==> config.mk <==
export PLATFORM = sky130hd
export DESIGN_NAME = geofence_seq
export DESIGN_NICKNAME = d
export VERILOG_FILES = /design/src/rtl/geofence_seq.sv
export SDC_FILE = /design/constraint.sdc
export NUM_CORES = 1
export LEC_CHECK = 0
export ABC_AREA = 1
export BUFFER_PORTS_ARGS = -buffer_cell sky130_fd_sc_hd__buf_2
export CAP_MARGIN = 40
export CORE_ASPECT_RATIO = 1.25
export CORE_MARGIN = 1
export CORE_UTILIZATION = 60
export DETAILED_ROUTE_END_ITERATION = 12
export PLACE_DENSITY = 0.83
export SYNTH_ARGS = -nofsm -noshare
export SYNTH_HDL_FRONTEND = slang
export SYNTH_SLANG_ARGS = --single-unit
==> constraint.sdc <==
create_clock -name clk -period 3.7 [get_ports clk]
set_input_delay 0.185 -clock clk [delete_from_list [all_inputs] [get_ports clk]]
set_output_delay 0.185 -clock clk [all_outputs]
set_load 0.02 [all_outputs]
==> src/rtl/geofence_seq.sv <==
// geofence_seq: operation sequencer for the geofence datapath.
// Counts the 7-sample input frame into datapath slots, then issues one op at a
// time (CLR, selection-sort CMP/SWAP, POLY terms, TRI terms, DECIDE) over a
// valid/done handshake, strobes the verdict and re-arms for the next frame.
// All outputs come straight from flops; the op/index flops double as the
// sequencing counters, so what is on the pins is exactly the pending request.
module geofence_seq #(
  parameter int IDX_W = 3,
  parameter int OP_W  = 3
) (
  input  logic             clk,
  input  logic             reset,
  output logic             load_en,
  output logic [IDX_W-1:0] load_idx,
  output logic             op_valid,
  output logic [OP_W-1:0]  op,
  output logic [IDX_W-1:0] idx_a,
  output logic [IDX_W-1:0] idx_b,
  input  logic             dp_done,
  input  logic             dp_flag,
  output logic             valid,
  output logic             is_inside
);

  // Sequencer states
  localparam logic [2:0] S_LOAD = 3'd0;
  localparam logic [2:0] S_CLR  = 3'd1;
  localparam logic [2:0] S_CMP  = 3'd2;
  localparam logic [2:0] S_SWAP = 3'd3;
  localparam logic [2:0] S_POLY = 3'd4;
  localparam logic [2:0] S_TRI  = 3'd5;
  localparam logic [2:0] S_DEC  = 3'd6;
  localparam logic [2:0] S_OUT  = 3'd7;

  // Operation codes
  localparam logic [OP_W-1:0] OP_NOP  = OP_W'(0);
  localparam logic [OP_W-1:0] OP_CLR  = OP_W'(1);
  localparam logic [OP_W-1:0] OP_CMP  = OP_W'(2);
  localparam logic [OP_W-1:0] OP_SWAP = OP_W'(3);
  localparam logic [OP_W-1:0] OP_POLY = OP_W'(4);
  localparam logic [OP_W-1:0] OP_TRI  = OP_W'(5);
  localparam logic [OP_W-1:0] OP_DEC  = OP_W'(6);

  // Slot indices
  localparam logic [IDX_W-1:0] I0 = IDX_W'(0);
  localparam logic [IDX_W-1:0] I1 = IDX_W'(1);
  localparam logic [IDX_W-1:0] I2 = IDX_W'(2);
  localparam logic [IDX_W-1:0] I3 = IDX_W'(3);
  localparam logic [IDX_W-1:0] I5 = IDX_W'(5);
  localparam logic [IDX_W-1:0] I6 = IDX_W'(6);

  logic [2:0]       state_q,    state_d;
  logic             load_en_q,  load_en_d;
  logic [IDX_W-1:0] load_idx_q, load_idx_d;
  logic             op_valid_q, op_valid_d;
  logic [OP_W-1:0]  op_q,       op_d;
  logic [IDX_W-1:0] idx_a_q,    idx_a_d;
  logic [IDX_W-1:0] idx_b_q,    idx_b_d;
  logic             valid_q,    valid_d;
  logic             inside_q,   inside_d;

  logic             done_s;
  logic             sort_end_s;
  logic [IDX_W-1:0] sort_a_s, sort_b_s;
  logic             ring_last_s;
  logic [IDX_W-1:0] ring_a_s, ring_b_s;

  // A completion only counts while a request is actually pending
  assign done_s = op_valid_q & dp_done;

  // Next selection-sort pair after (idx_a, idx_b); after (5,6) the sort is over
  always_comb begin
    sort_a_s   = idx_a_q;
    sort_b_s   = idx_b_q;
    sort_end_s = 1'b0;
    if (idx_b_q < I6) begin
      sort_b_s = idx_b_q + I1;
    end else if (idx_a_q < I5) begin
      sort_a_s = idx_a_q + I1;
      sort_b_s = idx_a_q + I2;
    end else begin
      sort_end_s = 1'b1;
      sort_a_s   = I1;
      sort_b_s   = I2;
    end
  end

  // Next polygon edge (i, i mod 6 + 1); after (6,1) restart at (1,2) for the
  // following ring pass so the index flops never see 7
  always_comb begin
    ring_last_s = (idx_a_q == I6);
    if (ring_last_s) begin
      ring_a_s = I1;
      ring_b_s = I2;
    end else if (idx_a_q == I5) begin
      ring_a_s = I6;
      ring_b_s = I1;
    end else begin
      ring_a_s = idx_a_q + I1;
      ring_b_s = idx_a_q + I2;
    end
  end

  // Sequencer next-state and next-output logic
  always_comb begin
    state_d    = state_q;
    load_en_d  = 1'b0;
    load_idx_d = I0;
    op_valid_d = op_valid_q;
    op_d       = op_q;
    idx_a_d    = idx_a_q;
    idx_b_d    = idx_b_q;
    valid_d    = 1'b0;
    inside_d   = inside_q;

    case (state_q)
      S_LOAD: begin
        op_valid_d = 1'b0;
        op_d       = OP_NOP;
        idx_a_d    = I0;
        idx_b_d    = I0;
        if (!load_en_q) begin
          // Coming out of reset: start the frame at slot 0
          load_en_d  = 1'b1;
          load_idx_d = I0;
        end else if (load_idx_q == I6) begin
          state_d    = S_CLR;
          op_valid_d = 1'b1;
          op_d       = OP_CLR;
        end else begin
          load_en_d  = 1'b1;
          load_idx_d = load_idx_q + I1;
        end
      end

      S_CLR: begin
        if (done_s) begin
          state_d = S_CMP;
          op_d    = OP_CMP;
          idx_a_d = I2;
          idx_b_d = I3;
        end else begin
          state_d = S_CLR;
        end
      end

      S_CMP: begin
        if (done_s && dp_flag) begin
          // Same pair, now swap it
          state_d = S_SWAP;
          op_d    = OP_SWAP;
        end else if (done_s && sort_end_s) begin
          state_d = S_POLY;
          op_d    = OP_POLY;
          idx_a_d = sort_a_s;
          idx_b_d = sort_b_s;
        end else if (done_s) begin
          idx_a_d = sort_a_s;
          idx_b_d = sort_b_s;
        end else begin
          state_d = S_CMP;
        end
      end

      S_SWAP: begin
        if (done_s && sort_end_s) begin
          state_d = S_POLY;
          op_d    = OP_POLY;
          idx_a_d = sort_a_s;
          idx_b_d = sort_b_s;
        end else if (done_s) begin
          state_d = S_CMP;
          op_d    = OP_CMP;
          idx_a_d = sort_a_s;
          idx_b_d = sort_b_s;
        end else begin
          state_d = S_SWAP;
        end
      end

      S_POLY: begin
        if (done_s && ring_last_s) begin
          state_d = S_TRI;
          op_d    = OP_TRI;
          idx_a_d = ring_a_s;
          idx_b_d = ring_b_s;
        end else if (done_s) begin
          idx_a_d = ring_a_s;
          idx_b_d = ring_b_s;
        end else begin
          state_d = S_POLY;
        end
      end

      S_TRI: begin
        if (done_s && ring_last_s) begin
          state_d = S_DEC;
          op_d    = OP_DEC;
          idx_a_d = I0;
          idx_b_d = I0;
        end else if (done_s) begin
          idx_a_d = ring_a_s;
          idx_b_d = ring_b_s;
        end else begin
          state_d = S_TRI;
        end
      end

      S_DEC: begin
        if (done_s) begin
          // Verdict and strobe land in the same cycle
          state_d    = S_OUT;
          op_valid_d = 1'b0;
          op_d       = OP_NOP;
          idx_a_d    = I0;
          idx_b_d    = I0;
          valid_d    = 1'b1;
          inside_d   = dp_flag;
        end else begin
          state_d = S_DEC;
        end
      end

      S_OUT: begin
        state_d    = S_LOAD;
        op_valid_d = 1'b0;
        op_d       = OP_NOP;
        idx_a_d    = I0;
        idx_b_d    = I0;
        load_en_d  = 1'b1;
        load_idx_d = I0;
      end

      default: begin
        state_d    = S_LOAD;
        op_valid_d = 1'b0;
        op_d       = OP_NOP;
        idx_a_d    = I0;
        idx_b_d    = I0;
      end
    endcase
  end

  // State and output registers, cleared asynchronously
  always_ff @(posedge clk or posedge reset) begin
    if (reset) begin
      state_q    <= S_LOAD;
      load_en_q  <= 1'b0;
      load_idx_q <= I0;
      op_valid_q <= 1'b0;
      op_q       <= OP_NOP;
      idx_a_q    <= I0;
      idx_b_q    <= I0;
      valid_q    <= 1'b0;
      inside_q   <= 1'b0;
    end else begin
      state_q    <= state_d;
      load_en_q  <= load_en_d;
      load_idx_q <= load_idx_d;
      op_valid_q <= op_valid_d;
      op_q       <= op_d;
      idx_a_q    <= idx_a_d;
      idx_b_q    <= idx_b_d;
      valid_q    <= valid_d;
      inside_q   <= inside_d;
    end
  end

  assign load_en   = load_en_q;
  assign load_idx  = load_idx_q;
  assign op_valid  = op_valid_q;
  assign op        = op_q;
  assign idx_a     = idx_a_q;
  assign idx_b     = idx_b_q;
  assign valid     = valid_q;
  assign is_inside = inside_q;

endmodule

==> flow_metrics.py <==
metrics = {
    "routing": {
        "first_iter_violations": 46,
        "wl_per_cell_um": 12.0,
        "vias_per_cell": 5.54,
        "drcViolationCount": 0,
        "num_vias": 1445,
        "drt-total-wl_mm": 3.13,
        "dr.pass1.iters": 4,
        "drtAntennaViolNets": 0,
    },
    "pwr": {
        "power.leakage_nw": 0.900,
        "peakVddDrop_mv": 0.515,
        "power.total_mw": 1.25,
        "p_per_area_nw_per_um2": 830,
    },
    "clock_network": {
        "clk_path_buf_depth": 2,
        "post_cts_buffers": 0,
        "numClockSinks": 19,
        "cts_hold_buf": 0,
        "cts_tree": "yes",
        "cts_resized": 0,
        "ctsRootBufferMaster": "clkbuf_4",
        "clk_pin_slew_ps": 110,
        "numCtsBuffers": 3,
        "insertion_delay_ps": 290,
        "htreeDepth": 1,
    },
    "floorplanning": {
        "design.core.area_um2": 2050,
        "ios": 20,
        "start_util": 0.665,
        "fp-row-count": 18,
        "die_y_um": 55.3,
        "die-area_um2": 2470,
        "die_w_um": 44.6,
    },
    "logic_synthesis": {
        "synth_top_family_by_area": "simple AND/OR/NAND/NOR gates",
        "synth_fp_nets": 220,
        "syn_inst": 210,
        "ys_ff_latch": 19,
        "synth_compound_area_frac": 0.103,
        "synthSimpleGateAreaFrac": 0.406,
        "synthAdderAreaFrac": 0.0550,
        "synth_area_um2": 1360,
        "synth_mux_area_frac": 0,
        "yosysWarnings": 0,
        "synth_xor_area_frac": 0.0128,
        "syn_avg_cell_area_um2": 6.49,
        "seq_area_frac_synth": 0.349,
        "yosys.cell_types.count": 25,
    },
    "place": {
        "dpl.hpwl_mm": 2.39,
        "io_buffers": 19,
        "place_inst": 257,
        "gp_congestion": 0.973,
    },
    "sta": {
        "maxSlewHeadroom": 0.477,
        "hold_viol_final": 0,
        "rsz0062_at_grt": "false",
        "tightest_slew_ps": 783,
        "finalCriticalPeriod_ps": 1800,
        "fin_worst_skew_ps": 4.05,
        "drv_slew": 0,
        "setup_viol": 0,
        "fmax_mhz": 555,
        "setup_tns_ps": 0,
        "finalCritPeriodShare": 0.487,
    },
    "final_layout": {
        "stdcell_count": 261,
        "final_nets": 242,
        "insertedDiodeCount": 0,
        "drive_gt1_frac": 0.156,
        "synthToLayoutAreaGrowth_pct": 10.7,
        "fillCellCount": 181,
    },
    "critical_path": {
        "cp_cell_sequence": "inv_1 > ha_1 > nand2_1 > nor2_1 > o21ai_0 > nor2_2 > inv_2 > nand2_1 > nand2_1",
        "end_kind": "register",
        "cp.required_ps": 3890,
        "critPathMostFrequentCell": "nand2_1",
        "critPathMaxStageDelay_ps": 470,
        "crit_fanout": 8,
        "criticalPathCategory": "register to register",
        "crit_path_start_kind": "register",
        "critical_path_arrival_ps": 1990,
        "slowest_stage": "dfrtp_1",
    },
    "global_routing": {
        "antenna_found_initial": 0,
        "grt_use_total": 0.283,
        "grt_pass1_wl_mm": 5.42,
        "grt_max_degree": 20,
        "grt_overflow": 0,
        "grt_pass1_vias": 1341,
    },
    "run_status": {
        "outcome": "finished, final reports clean",
    },
    "min_path": {
        "hp-class": "input pin to async pin",
    },
    "run": {
        "cap_violations": 0,
    },
}
==> final timing paths <==
| kind | start | to | slack (ps) | cells after the start |
|---|---|---|---|---|
| worst max register to register | idx_a[0] | op[2] | 1900 | 9 |
| min in group clk | dp_flag | state_q[1] | 150 | 3 |
| worst max-delay path | idx_a[0] | op[2] | 1900 | 9 |
| worst min-delay path | reset | idx_b[1] | 20 | 2 |
| max in group asynchronous | reset | load_idx[0] | 3200 | 2 |
| worst min register to register | is_inside | is_inside | 500 | 2 |
==> cell families after synthesis <==
group	count (synthesis)
AOI/OAI and AO/OA	25
xor gates and xnor gates	2
adders and majority gates	6
buffers and inverters	26
DFF	19
and+or+nand+nor	132
==> power by group <==
part / total [mW] / internal, mW / switching, mW / leakage [nW]
sequential: 0.382 / 0.287 / 0.0951 / 0.249
combinational: 0.767 / 0.258 / 0.509 / 0.636
clock: 0.104 / 0.0420 / 0.0622 / 0.0150
==> cells in the final DEF, fill, tap and decap left out, drive strengths merged <==
master	count
a21boi	1
a21oi	8
buf	19
clkbuf	4
dfrtp	19
ha	6
inv	24
nand2	84
nand3	16
nand4	3
nor2	26
nor3	1
nor3b	1
o2111ai	1
o211ai	1
o21ai	12
o22ai	2
or2	1
xnor2	1
xor2	1
==> metal layers <==
layer,vias to the layer above,routed length (µm),GRT usage
met5,-,0,0
met4,0,108,0.130
met3,15,173,0.0327
met2,68,1590,0.483
met1,646,1260,0.342
li1,716,-,-
==> cell usage after synthesis <==
cell       instances  area (µm²)
a21boi_0           1        7.51
dfrtp_1           19         475
xnor2_1            1        8.76
nor2_1            23        86.3
inv_2              4        15.0
nor3_1             1        5.00
buf_2              1        5.00
nand4_1            3        18.8
o21ai_0           11        55.1
nand2_1           80         300
o2111ai_1          1        8.76
xor2_1             1        8.76
inv_1             20        75.1
a21oi_1            8        40.0
nor2_2             3        18.8
nand2_2            4        25.0
o22ai_1            2        12.5
o21ai_2            1        8.76
nand3_2            1        10.0
buf_4              1        7.51
nor3b_1            1        7.51
ha_1               6        75.1
or2_2              1        6.26
nand3_1           15        75.1
o211ai_1           1        7.51
==> area by class of cell <==
type,instances,area (µm²),area share
repair buffers,19,95.1,0.0630
inverters,24,90.1,0.0597
clock buffers,4,26.3,0.0174
multi-input cells,165,786,0.520
well taps,30,37.5,0.0249
flip-flops and latches,19,475,0.315
==> sequential cells by signal, indices dropped and copies added, names as in the netlist <==
register and cells:
idx_a 3, idx_b 3, is_inside 1, load_en 1, load_idx 3, op 3
op_valid 1, state_q 3, valid 1
==> per-stage QoR <==
step                hold WS [ps]   util  cell area (µm²)  setup WS [ps]
finish                      16.7  0.737             1510           1900
global route                63.6  0.737             1510           1680
CTS                         19.0  0.737             1510           1920
detailed placement           349  0.724             1480           1950
global placement             326  0.724             1480           2010
floorplan                    136      -             1360           2030
==> worst max-delay path, delay by kind of cell (launching register included) <==
| family | cells | cell delay, ps |
|---|---|---|
| AO/OA/AOI/OAI | 1 | 150 |
| AND/OR/NAND/NOR | 5 | 710 |
| flip-flops | 1 | 470 |
| buffers and inverters | 2 | 190 |
| adder cells (fa/ha/maj) | 1 | 180 |
No activity file was read; power rests on OpenSTA's default activity.
